==> src/rtl/uart_rx_if.sv <==
// Byte-side handshake of uart_rx: received byte with valid/ack, status and error flags.
// master = receiver, slave = consumer.
interface uart_rx_if;
  logic [7:0] rx_data;
  logic       rx_valid;
  logic       rx_ack;
  logic       busy;
  logic       frame_err;
  logic       parity_err;
  logic       overrun;

  modport master (
    output rx_data, rx_valid, busy, frame_err, parity_err, overrun,
    input  rx_ack
  );

  modport slave (
    input  rx_data, rx_valid, busy, frame_err, parity_err, overrun,
    output rx_ack
  );
endinterface

==> src/rtl/uart_rx.sv <==
// UART receiver, 8N1 (start/8 data/parity/stop when UART_RX_PARITY_EN is defined); 2-flop sync, mid-bit sampling.
// Byte valid one cycle after the stop sample; a byte completing while rx_valid is held is dropped and sets overrun.
module uart_rx #(
  parameter int CLKS_PER_BIT = 48,
  parameter int PARITY_ODD   = 0
) (
  input  logic      i_clk,
  input  logic      i_rst_n,
  input  logic      i_rx,
  uart_rx_if.master rx_if
);
  localparam int            CW         = $clog2(CLKS_PER_BIT);
  localparam logic [CW-1:0] LP_HALF_M1 = CW'(CLKS_PER_BIT / 2 - 1);
  localparam logic [CW-1:0] LP_LAST    = CW'(CLKS_PER_BIT - 1);

  if (CLKS_PER_BIT < 8 || (CLKS_PER_BIT % 2) != 0 || PARITY_ODD < 0 || PARITY_ODD > 1) begin : g_bad_cfg
    $error("uart_rx: CLKS_PER_BIT must be even and >= 8, PARITY_ODD must be 0 or 1");
  end

  typedef enum logic [2:0] {
    S_WAIT_IDLE,
    S_IDLE,
    S_START,
    S_DATA,
    S_PARITY,
    S_STOP
  } state_t;

  state_t        r_state;
  logic [1:0]    r_sync;
  logic [CW-1:0] r_cnt;
  logic [2:0]    r_idx;
  logic [7:0]    r_shift;
  logic [7:0]    r_data;
  logic          r_valid;
  logic          r_busy;
  logic          r_ferr;
  logic          r_ovr;
  logic          w_rx_s;
`ifdef UART_RX_PARITY_EN
  localparam logic LP_ODD = 1'(PARITY_ODD);
  logic          r_perr;
  logic          r_par_bad;
`endif

  assign w_rx_s = r_sync[1];

  always_ff @(posedge i_clk or negedge i_rst_n) begin
    if (!i_rst_n) begin
      r_sync    <= 2'b11;
      r_state   <= S_WAIT_IDLE;
      r_cnt     <= '0;
      r_idx     <= '0;
      r_shift   <= '0;
      r_data    <= '0;
      r_valid   <= 1'b0;
      r_busy    <= 1'b0;
      r_ferr    <= 1'b0;
      r_ovr     <= 1'b0;
`ifdef UART_RX_PARITY_EN
      r_perr    <= 1'b0;
      r_par_bad <= 1'b0;
`endif
    end else begin
      r_sync <= {r_sync[0], i_rx};
      r_ferr <= 1'b0;
`ifdef UART_RX_PARITY_EN
      r_perr <= 1'b0;
`endif
      // Consumer ack; a delivery in the same cycle below overrides the clear of r_valid.
      if (r_valid && rx_if.rx_ack) begin
        r_valid <= 1'b0;
        r_ovr   <= 1'b0;
      end

      case (r_state)
        S_WAIT_IDLE: begin
          r_cnt <= '0;
          if (w_rx_s) r_state <= S_IDLE;
        end
        S_IDLE: begin
          r_cnt <= '0;
          if (!w_rx_s) begin
            r_state <= S_START;
            r_busy  <= 1'b1;
          end
        end
        S_START: begin
          if (r_cnt == LP_HALF_M1) begin
            r_cnt <= '0;
            if (!w_rx_s) begin
              r_state <= S_DATA;
              r_idx   <= '0;
            end else begin
              r_state <= S_IDLE;
              r_busy  <= 1'b0;
            end
          end else begin
            r_cnt <= r_cnt + CW'(1);
          end
        end
        S_DATA: begin
          if (r_cnt == LP_LAST) begin
            r_cnt          <= '0;
            r_shift[r_idx] <= w_rx_s;
            r_idx          <= r_idx + 3'd1;
            if (r_idx == 3'd7) begin
`ifdef UART_RX_PARITY_EN
              r_state <= S_PARITY;
`else
              r_state <= S_STOP;
`endif
            end
          end else begin
            r_cnt <= r_cnt + CW'(1);
          end
        end
`ifdef UART_RX_PARITY_EN
        S_PARITY: begin
          if (r_cnt == LP_LAST) begin
            r_cnt     <= '0;
            r_par_bad <= (w_rx_s != ((^r_shift) ^ LP_ODD));
            r_state   <= S_STOP;
          end else begin
            r_cnt <= r_cnt + CW'(1);
          end
        end
`endif
        S_STOP: begin
          if (r_cnt == LP_LAST) begin
            r_cnt  <= '0;
            r_busy <= 1'b0;
            if (w_rx_s) begin
              r_state <= S_IDLE;
`ifdef UART_RX_PARITY_EN
              if (r_par_bad) begin
                r_perr <= 1'b1;
              end else
`endif
              if (!r_valid || rx_if.rx_ack) begin
                r_data  <= r_shift;
                r_valid <= 1'b1;
              end else begin
                r_ovr <= 1'b1;
              end
            end else begin
              // Stop bit low: treat as break, wait for the line to return high.
              r_ferr  <= 1'b1;
              r_state <= S_WAIT_IDLE;
            end
          end else begin
            r_cnt <= r_cnt + CW'(1);
          end
        end
        default: begin
          r_state <= S_WAIT_IDLE;
          r_busy  <= 1'b0;
          r_cnt   <= '0;
        end
      endcase
    end
  end

  assign rx_if.rx_data   = r_data;
  assign rx_if.rx_valid  = r_valid;
  assign rx_if.busy      = r_busy;
  assign rx_if.frame_err = r_ferr;
  assign rx_if.overrun   = r_ovr;
`ifdef UART_RX_PARITY_EN
  assign rx_if.parity_err = r_perr;
`else
  assign rx_if.parity_err = 1'b0;
`endif
endmodule

==> src/flat_wrapper.sv <==
// flat-port wrapper written by rule: the top's interface ports become plain ports
module uart_rx_flat 
#(
  parameter int CLKS_PER_BIT = 48,
  parameter int PARITY_ODD   = 0
)
  (i_clk, i_rst_n, i_rx, rx_if_rx_data, rx_if_rx_valid, rx_if_busy, rx_if_frame_err, rx_if_parity_err, rx_if_overrun, rx_if_rx_ack);
  uart_rx_if rx_if_i ();
  input  logic i_clk;
  input  logic i_rst_n;
  input  logic i_rx;
  output wire logic [$bits(rx_if_i.rx_data)-1:0] rx_if_rx_data;
  output wire logic [$bits(rx_if_i.rx_valid)-1:0] rx_if_rx_valid;
  output wire logic [$bits(rx_if_i.busy)-1:0] rx_if_busy;
  output wire logic [$bits(rx_if_i.frame_err)-1:0] rx_if_frame_err;
  output wire logic [$bits(rx_if_i.parity_err)-1:0] rx_if_parity_err;
  output wire logic [$bits(rx_if_i.overrun)-1:0] rx_if_overrun;
  input wire logic [$bits(rx_if_i.rx_ack)-1:0] rx_if_rx_ack;
  assign rx_if_rx_data = rx_if_i.rx_data;
  assign rx_if_rx_valid = rx_if_i.rx_valid;
  assign rx_if_busy = rx_if_i.busy;
  assign rx_if_frame_err = rx_if_i.frame_err;
  assign rx_if_parity_err = rx_if_i.parity_err;
  assign rx_if_overrun = rx_if_i.overrun;
  assign rx_if_i.rx_ack = rx_if_rx_ack;
  uart_rx #(.CLKS_PER_BIT(CLKS_PER_BIT), .PARITY_ODD(PARITY_ODD)) u_core (.i_clk(i_clk), .i_rst_n(i_rst_n), .i_rx(i_rx), .rx_if(rx_if_i));
endmodule
==> config.mk <==
export PLATFORM = sky130hd
export DESIGN_NAME = uart_rx_flat
export DESIGN_NICKNAME = d
export VERILOG_FILES = /design/src/rtl/uart_rx_if.sv /design/src/rtl/uart_rx.sv /design/src/flat_wrapper.sv
export SDC_FILE = /design/constraint.sdc
export NUM_CORES = 1
export LEC_CHECK = 0
export BUFFER_PORTS_ARGS = -buffer_cell sky130_fd_sc_hd__buf_4
export CAP_MARGIN = 25
export CORE_UTILIZATION = 40
export DETAILED_ROUTE_END_ITERATION = 10
export PLACE_DENSITY = 0.67
export SYNTH_ARGS = -nofsm -noshare
export SYNTH_HDL_FRONTEND = slang
export SYNTH_SLANG_ARGS = --single-unit
==> constraint.sdc <==
create_clock -name i_clk -period 5.4 [get_ports i_clk]
set_clock_uncertainty 0.15 [all_clocks]
set_input_delay 0.81 -clock i_clk [delete_from_list [all_inputs] [get_ports i_clk]]
set_output_delay 0.81 -clock i_clk [all_outputs]
set_load 0.005 [all_outputs]
==> impl_results.md, run 1 <==
* Status: complete, no violations
* Root Buffer: clkbuf_8
* Final GP Congestion at 0.8206
* Largest cells by area after synthesis: dfrtp_1 (49%), mux2_2 (11%), dfstp_2 (3.2%), nor2_1 (3.0%), ha_1 (2.3%)
* WP data arrival at 2.07 ns
* Placed wire-length estimate at 1858 µm
* CP delay by family, top: simple AND/OR/NAND/NOR gates
* Min-Delay Path Depth at 0
* TritonCTS clock tree: done
* First-pass GRT wire length at 4560 µm
* Final Hold Vio Count at 0
* Post-CTS Setup Bufs at 0
* Synthesized area at 0.001627 mm²
* GRT Total Usage at 13.96%
* Clock insertion delay at the later pin of the skew report at 0.28 ns
* DRT Wirelength at 2661 µm
* Mapped Cells at 139
* Vias per inst at 5.239
* Iteration-0 DRC Markers at 27
* Critical path class: flip-flop to flip-flop
* Sequential fraction of the synthesis area at 52.46%
* Post-CTS resize count at 0
* Fmax at 0.4866 GHz
* Starting Density at 43.13%
* Fraction of registers with async set or reset after synthesis at 100.0%
* TNS Setup at 0 ns
* Total of fill cells in the finished design at 345
* Num rows at 22
* Reg-to-reg slack, setup at 3.34 ns
* HP Class: flip-flop to flip-flop
* Pwr dens at 355.5 mW/mm²
* Fin worst setup slack at 3.345 ns
* H-tree depth at 2
* Most common cell after layout, fill and taps aside: dfrtp_1
* HP Start: u_core.r_sync[0]
* GRT overflow at 0
* Pins Over Slew Limit at 0
* CP bufs+invs at 0
* Fin nets at 159
* Remaining DRCs at 0
* Yosys warning count at 0
* Endpoints failing setup at 0
* Pre-Repair DR Iteration Count at 4
* Max Buffers Root-to-Sink at 2
* Worst IR Drop VDD at 0.2359 mV
* CP Cell Sequence: ha_1, and2_0, nand4_2, a21oi_4, mux2_2
* Share of cells above drive strength 1 at 32.03%
* CTS Hold Buffers Added at 0
* Mapped Nets at 146
* RSZ-0062 raised after global routing: no
* ANT nets after route at 0
* Die area at 0.004326 mm²
* Hold EP: u_core.r_sync[1]
* CP endpoint kind: flip-flop
* Origin of the critical flop-to-flop path: u_core.r_cnt[0]
* Chip width at 65.77 µm
* Max incr delay on CP at 0.37 ns
* Worst path required time at 5.41 ns
* Wl on met1 at 1311 µm
* Crit path time final at 2.055 ns
* Non-Filler Instances at 201
* FF-to-FF End: u_core.rx_if.rx_data[1]
* Worst Reg-to-Reg Cells at 5
* Post-placement cell count at 193
* Inserted Clock Buffers at 5
* Via count at 1053
* Max-cap check violation count at 0
* Core Box Area at 0.003771 mm²
* Ant diodes at 0
* Worst path slowest cell: dfrtp_1
* I/O pin count at 17
* Top_reg_cell synth: dfrtp_1
* Final Cycle Share at 38.06%
* Nature of the critical path startpoint: flip-flop
* Largest net degree at the start of global routing at 35
* Static Leakage at 0.8813 nW
* Port bufs at 15
* Clock-pin slew on the worst setup and hold paths at 0.07 ns
* Synth-to-Final Area Change at 13.31%
* Met2 wire len at 1256 µm
* Highest Signal Layer: met4
* Worst-path maximum fanout at 8
* Synth Area per Inst at 11.70 µm²
* Top-area cell type share of the netlist area at 49.23%
* Die Span Y at 65.77 µm
* Clk sink count at 34
* Initial antenna violation count at 0
* Vias in the first global route at 996
* Setup WS pre-CTS at 3.340 ns
* Synth unique cells at 50
* Commonest non-fill, non-tap cells in the layout: dfrtp_1 (32), mux2_2 (16), buf_4 (15)
* EDFF count, synth at 0
* WL met3 at 85 µm
* Synth area leader: dfrtp_1
* Seq cells post-synth at 34
* DR WL/cell at 13.24 µm
[final cells by class]
cell class              count  area, µm²  share of cell area, %
multi-input cells          92      706.9                  38.36
clock inverters             2      12.51                 0.6789
flip-flops and latches     34      853.3                  46.30
repair buffers             15      112.6                  6.110
clock buffers               6      82.58                  4.481
inverters                   4      15.01                 0.8147
well taps                  48      60.06                  3.259
[report_power, final]
group / internal (mW) / switching [mW]
Clock: 0.102 / 0.0860
Combinational: 0.0591 / 0.0653
Sequential: 0.291 / 0.0516
[flip-flops by register name (all words and copies together), names as in the netlist]
signal                  flops
u_core.rx_if.rx_data        8
u_core.r_sync               2
u_core.rx_if.rx_valid       1
u_core.r_idx                3
u_core.r_cnt                6
u_core.rx_if.frame_err      1
u_core.rx_if.busy           1
u_core.rx_if.overrun        1
u_core.r_shift              8
u_core.r_state              3
[routing by layer]
layer | GRT usage (%) | vias up
li1 | - | 519
met1 | 18.43 | 518
met2 | 22.07 | 14
met3 | 3.103 | 2
met4 | 5.707 | 0
met5 | 0 | -
[how the worst max path moves through the flow]
stage | start | to | depth (start not counted)
final | u_core.r_cnt[0] | u_core.rx_if.rx_data[1] | 5
after global routing | u_core.r_cnt[0] | u_core.rx_if.rx_data[7] | 5
after CTS | u_core.r_cnt[0] | u_core.rx_if.rx_data[1] | 5
after detailed placement | u_core.r_cnt[0] | u_core.rx_if.rx_data[7] | 5
after global placement | u_core.r_cnt[0] | u_core.rx_if.rx_data[3] | 5
after floorplan | u_core.r_cnt[0] | u_core.rx_if.rx_data[0] | 5
[metrics by stage]
| step | total power [mW] | hold WS, ns | utilization, % | area [µm²] |
|---|---|---|---|---|
| global placement | 0.4632 | 0.1973 | 46.35 | 1748 |
| global route | 0.6991 | 0.2139 | 48.87 | 1843 |
| CTS | 0.6655 | 0.2096 | 48.87 | 1843 |
| floorplan | 0.4423 | 0.1952 | - | 1627 |
| detailed placement | 0.4734 | 0.2000 | 46.35 | 1748 |
| finish | 0.6552 | 0.2071 | 48.87 | 1843 |
[Yosys cell counts (2+ instances only)]
library cell  instances
dfrtp_1              32
mux2_2               16
nor2_1               13
nand2_1               9
inv_1                 4
nand4b_1              4
ha_1                  3
nand3_1               3
o21ai_0               3
a21oi_1               2
a32oi_1               2
and4b_1               2
buf_1                 2
buf_2                 2
buf_4                 2
clkbuf_1              2
dfstp_2               2
nor4b_2               2
xnor2_1               2
xor2_1                2
[cell families after synthesis]
kind of cell / Yosys count / synth area share [%]
and+or+nand+nor: 49 / 18.77
DFF: 34 / 52.46
AOI/OAI and AO/OA: 18 / 8.309
muxes: 17 / 11.69
buffers and inverters: 13 / 4.077
xor gates and xnor gates: 4 / 2.154
adders and majority gates: 3 / 2.308
other: 1 / 0.2305
Power figures use the tool's default switching activity.
==> run 2, diff against run 1 <==
PLACE_DENSITY = 0.69   (was 0.67)
clock period = 1.71 ns   (was 5.4 ns; I/O delays follow)
==> run 2 against run 1 <==
- the run now ends with negative setup slack left
- maximum frequency grew 14%
- flip-flop and latch count unchanged
- highest routed layer unchanged
- wire length increased by 30%
- die area is the same
- first-iteration DRC count grew 19%
- non-clock buffer count grew 27
- total power rose to 3.8 times the previous value
- critical endpoint is now u_core.r_shift[2]
==> impl_results.md, run 2 (synthesis gave the netlist of run 1 again) <==
* Num rows at 22 (unchanged)
* WP data arrival at 1.83 ns (-0.24 ns)
* Final GP Congestion at 0.8605 (+4.9%)
* Max-cap check violation count at 0 (unchanged)
* Grt met3 use at 4.310% (+1.2 points)
* Ant diodes at 0 (unchanged)
* Placed Area at 0.001908 mm² (+9.2%)
* ANT nets after route at 0 (unchanged)
* Finished Core Util at 57.86% (+9.0 points)
* Core Box Area at 0.003771 mm² (unchanged)
* Largest net degree at the start of global routing at 35 (unchanged)
* I/O pin count at 17 (unchanged)
* Pins Over Slew Limit at 0 (unchanged)
* Most common cell after layout, fill and taps aside: buf_4
* Placed wire-length estimate at 2120 µm (+14%)
* Fin nets at 186 (+17%)
* Clock-pin slew on the worst setup and hold paths at 0.07 ns (about the same)
* First-pass GRT wire length at 5147 µm (+13%)
* Met2 usage at 24.36% (+2.3 points)
* Commonest non-fill, non-tap cells in the layout: buf_4 (39), dfrtp_1 (29), nor2_1 (13)
* Pre-Repair DR Iteration Count at 4 (unchanged)
* Fin worst setup slack at -0.09482 ns (-3.440 ns)
* Worst-path maximum fanout at 5 (-3)
* TNS Setup at -0.2853 ns (-0.2853 ns)
* RSZ-0062 raised after global routing: yes
* Remaining DRCs at 0 (unchanged)
* TritonCTS clock tree: done
* Max Buffers Root-to-Sink at 2 (unchanged)
* Status: complete, but fails checks
* Clk sink count at 34 (unchanged)
* Die Span Y at 65.77 µm (unchanged)
* Starting Density at 43.13% (unchanged)
* Port bufs at 15 (unchanged)
* Vias per inst at 5.215 (-0.46%)
* Via count at 1189 (+13%)
* Final Cycle Share at 105.5% (+67 points)
* Met1 Use GR at 21.45% (+3.0 points)
* DRT Wirelength at 3449 µm (+30%)
* Initial antenna violation count at 0 (unchanged)
* GRT overflow at 0 (unchanged)
* Finished Cell Area at 0.002182 mm² (+18%)
* Nature of the critical path startpoint: flip-flop
* Fmax at 0.5541 GHz (+14%)
* Share of cells above drive strength 1 at 47.22% (+15 points)
* Static Leakage at 1.036 nW (+18%)
* Reg-to-reg slack, setup at -0.09 ns (-3.44 ns)
* Final Hold Vio Count at 0 (unchanged)
* DR WL/cell at 15.13 µm (+14%)
* Worst IR Drop VDD at 0.8790 mV (+270%)
* Tot Pwr at 2.470 mW (+280%)
* Worst path required time at 1.73 ns (-3.68 ns)
* Die area at 0.004326 mm² (unchanged)
* Crit path time final at 1.805 ns (-0.2504 ns)
* Vias in the first global route at 1102 (+11%)
* Iteration-0 DRC Markers at 32 (+19%)
* HP Class: primary input to flip-flop
* Pwr dens at 1132 mW/mm² (+220%)
* Root Buffer: clkbuf_8
* Clock insertion delay at the later pin of the skew report at 0.29 ns (about the same)
* Endpoints failing setup at 9 (+9)
* H-tree depth at 2 (unchanged)
* Synth-to-Final Area Change at 34.15%
* Chip width at 65.77 µm (unchanged)
* Most used routing layer: met2
* Inserted Clock Buffers at 5 (unchanged)
* Setup WS pre-CTS at -0.1082 ns (-3.448 ns)
* CP endpoint kind: flip-flop
* Failing checks: negative setup slack
* GRT Total Usage at 16.27% (+2.3 points)
* Critical path class: flip-flop to flip-flop
-- run 2: cell types whose count changed in the layout (fill, tap and decap cells not counted), moves of 2 or more --
cell,previous run,this run
buf_4,15,39
mux2_2,16,6
mux2_4,0,10
dfrtp_1,32,29
dfrtp_2,0,3
dlygate4sd3_1,0,2
nor4b_4,0,2
-- run 2: cell type report --
| cell class | instances | area [µm²] |
|---|---|---|
| fill | 294 | 1589 |
| multi-input combinational | 92 | 822.0 |
| tap | 48 | 60.06 |
| clock inverter | 2 | 12.51 |
| inverter | 4 | 15.01 |
| timing repair buffer | 42 | 332.8 |
| clock buffer | 6 | 82.58 |
| sequential | 34 | 857.1 |
-- run 2: stage by stage --
stage | hold WS (ns) | instances
after global routing | 0.01490 | 228
after floorplan | -0.1891 | 139
final | 0.01633 | 228
after detailed placement | 0.07514 | 212
after CTS | 0.01040 | 225
after global placement | 0.07009 | 212
-- run 2: critical path: stages (launching register included) --
cell     delay [ns]
dfrtp_1        0.39
ha_4           0.17
and4b_1        0.27
nand2_4        0.11
nor4b_4        0.27
mux2_4         0.32
-- run 2: where the power goes --
group / internal, mW / switching (mW) / total, mW
combinational: 0.428 / 0.334 / 0.762
clock: 0.323 / 0.294 / 0.618
sequential: 0.925 / 0.166 / 1.09
total: 1.68 / 0.794 / 2.47
-- run 2: path summary, 6_finish.rpt --
path | start | to | depth (start not counted)
setup / recovery | u_core.r_cnt[1] | u_core.r_shift[2] | 5
hold / removal | rx_if_rx_ack | u_core.rx_if.overrun | 2
setup reg to reg | u_core.r_cnt[1] | u_core.r_shift[2] | 5
hold reg to reg | u_core.r_sync[0] | u_core.r_sync[1] | 0
max in group asynchronous | i_rst_n | u_core.r_sync[1] | 2
min in group asynchronous | i_rst_n | u_core.r_cnt[2] | 2
-- run 2: repair_timing --
item | in CTS | in global routing
gates cloned | 0 | 0
setup buffers | 3 | 3
resized for setup | 2 | 23
setup endpoints to repair | 12 | 23
pin swaps | 1 | 3
hold buffers | 2 | 0
hold endpoints to repair | 33 | 0
-- run 2: layer usage --
layer | vias to the layer above | share of wire [%]
met5 | - | 0
met4 | 0 | 3.6
met3 | 11 | 4.1
met2 | 31 | 47
met1 | 579 | 45
li1 | 568 | -
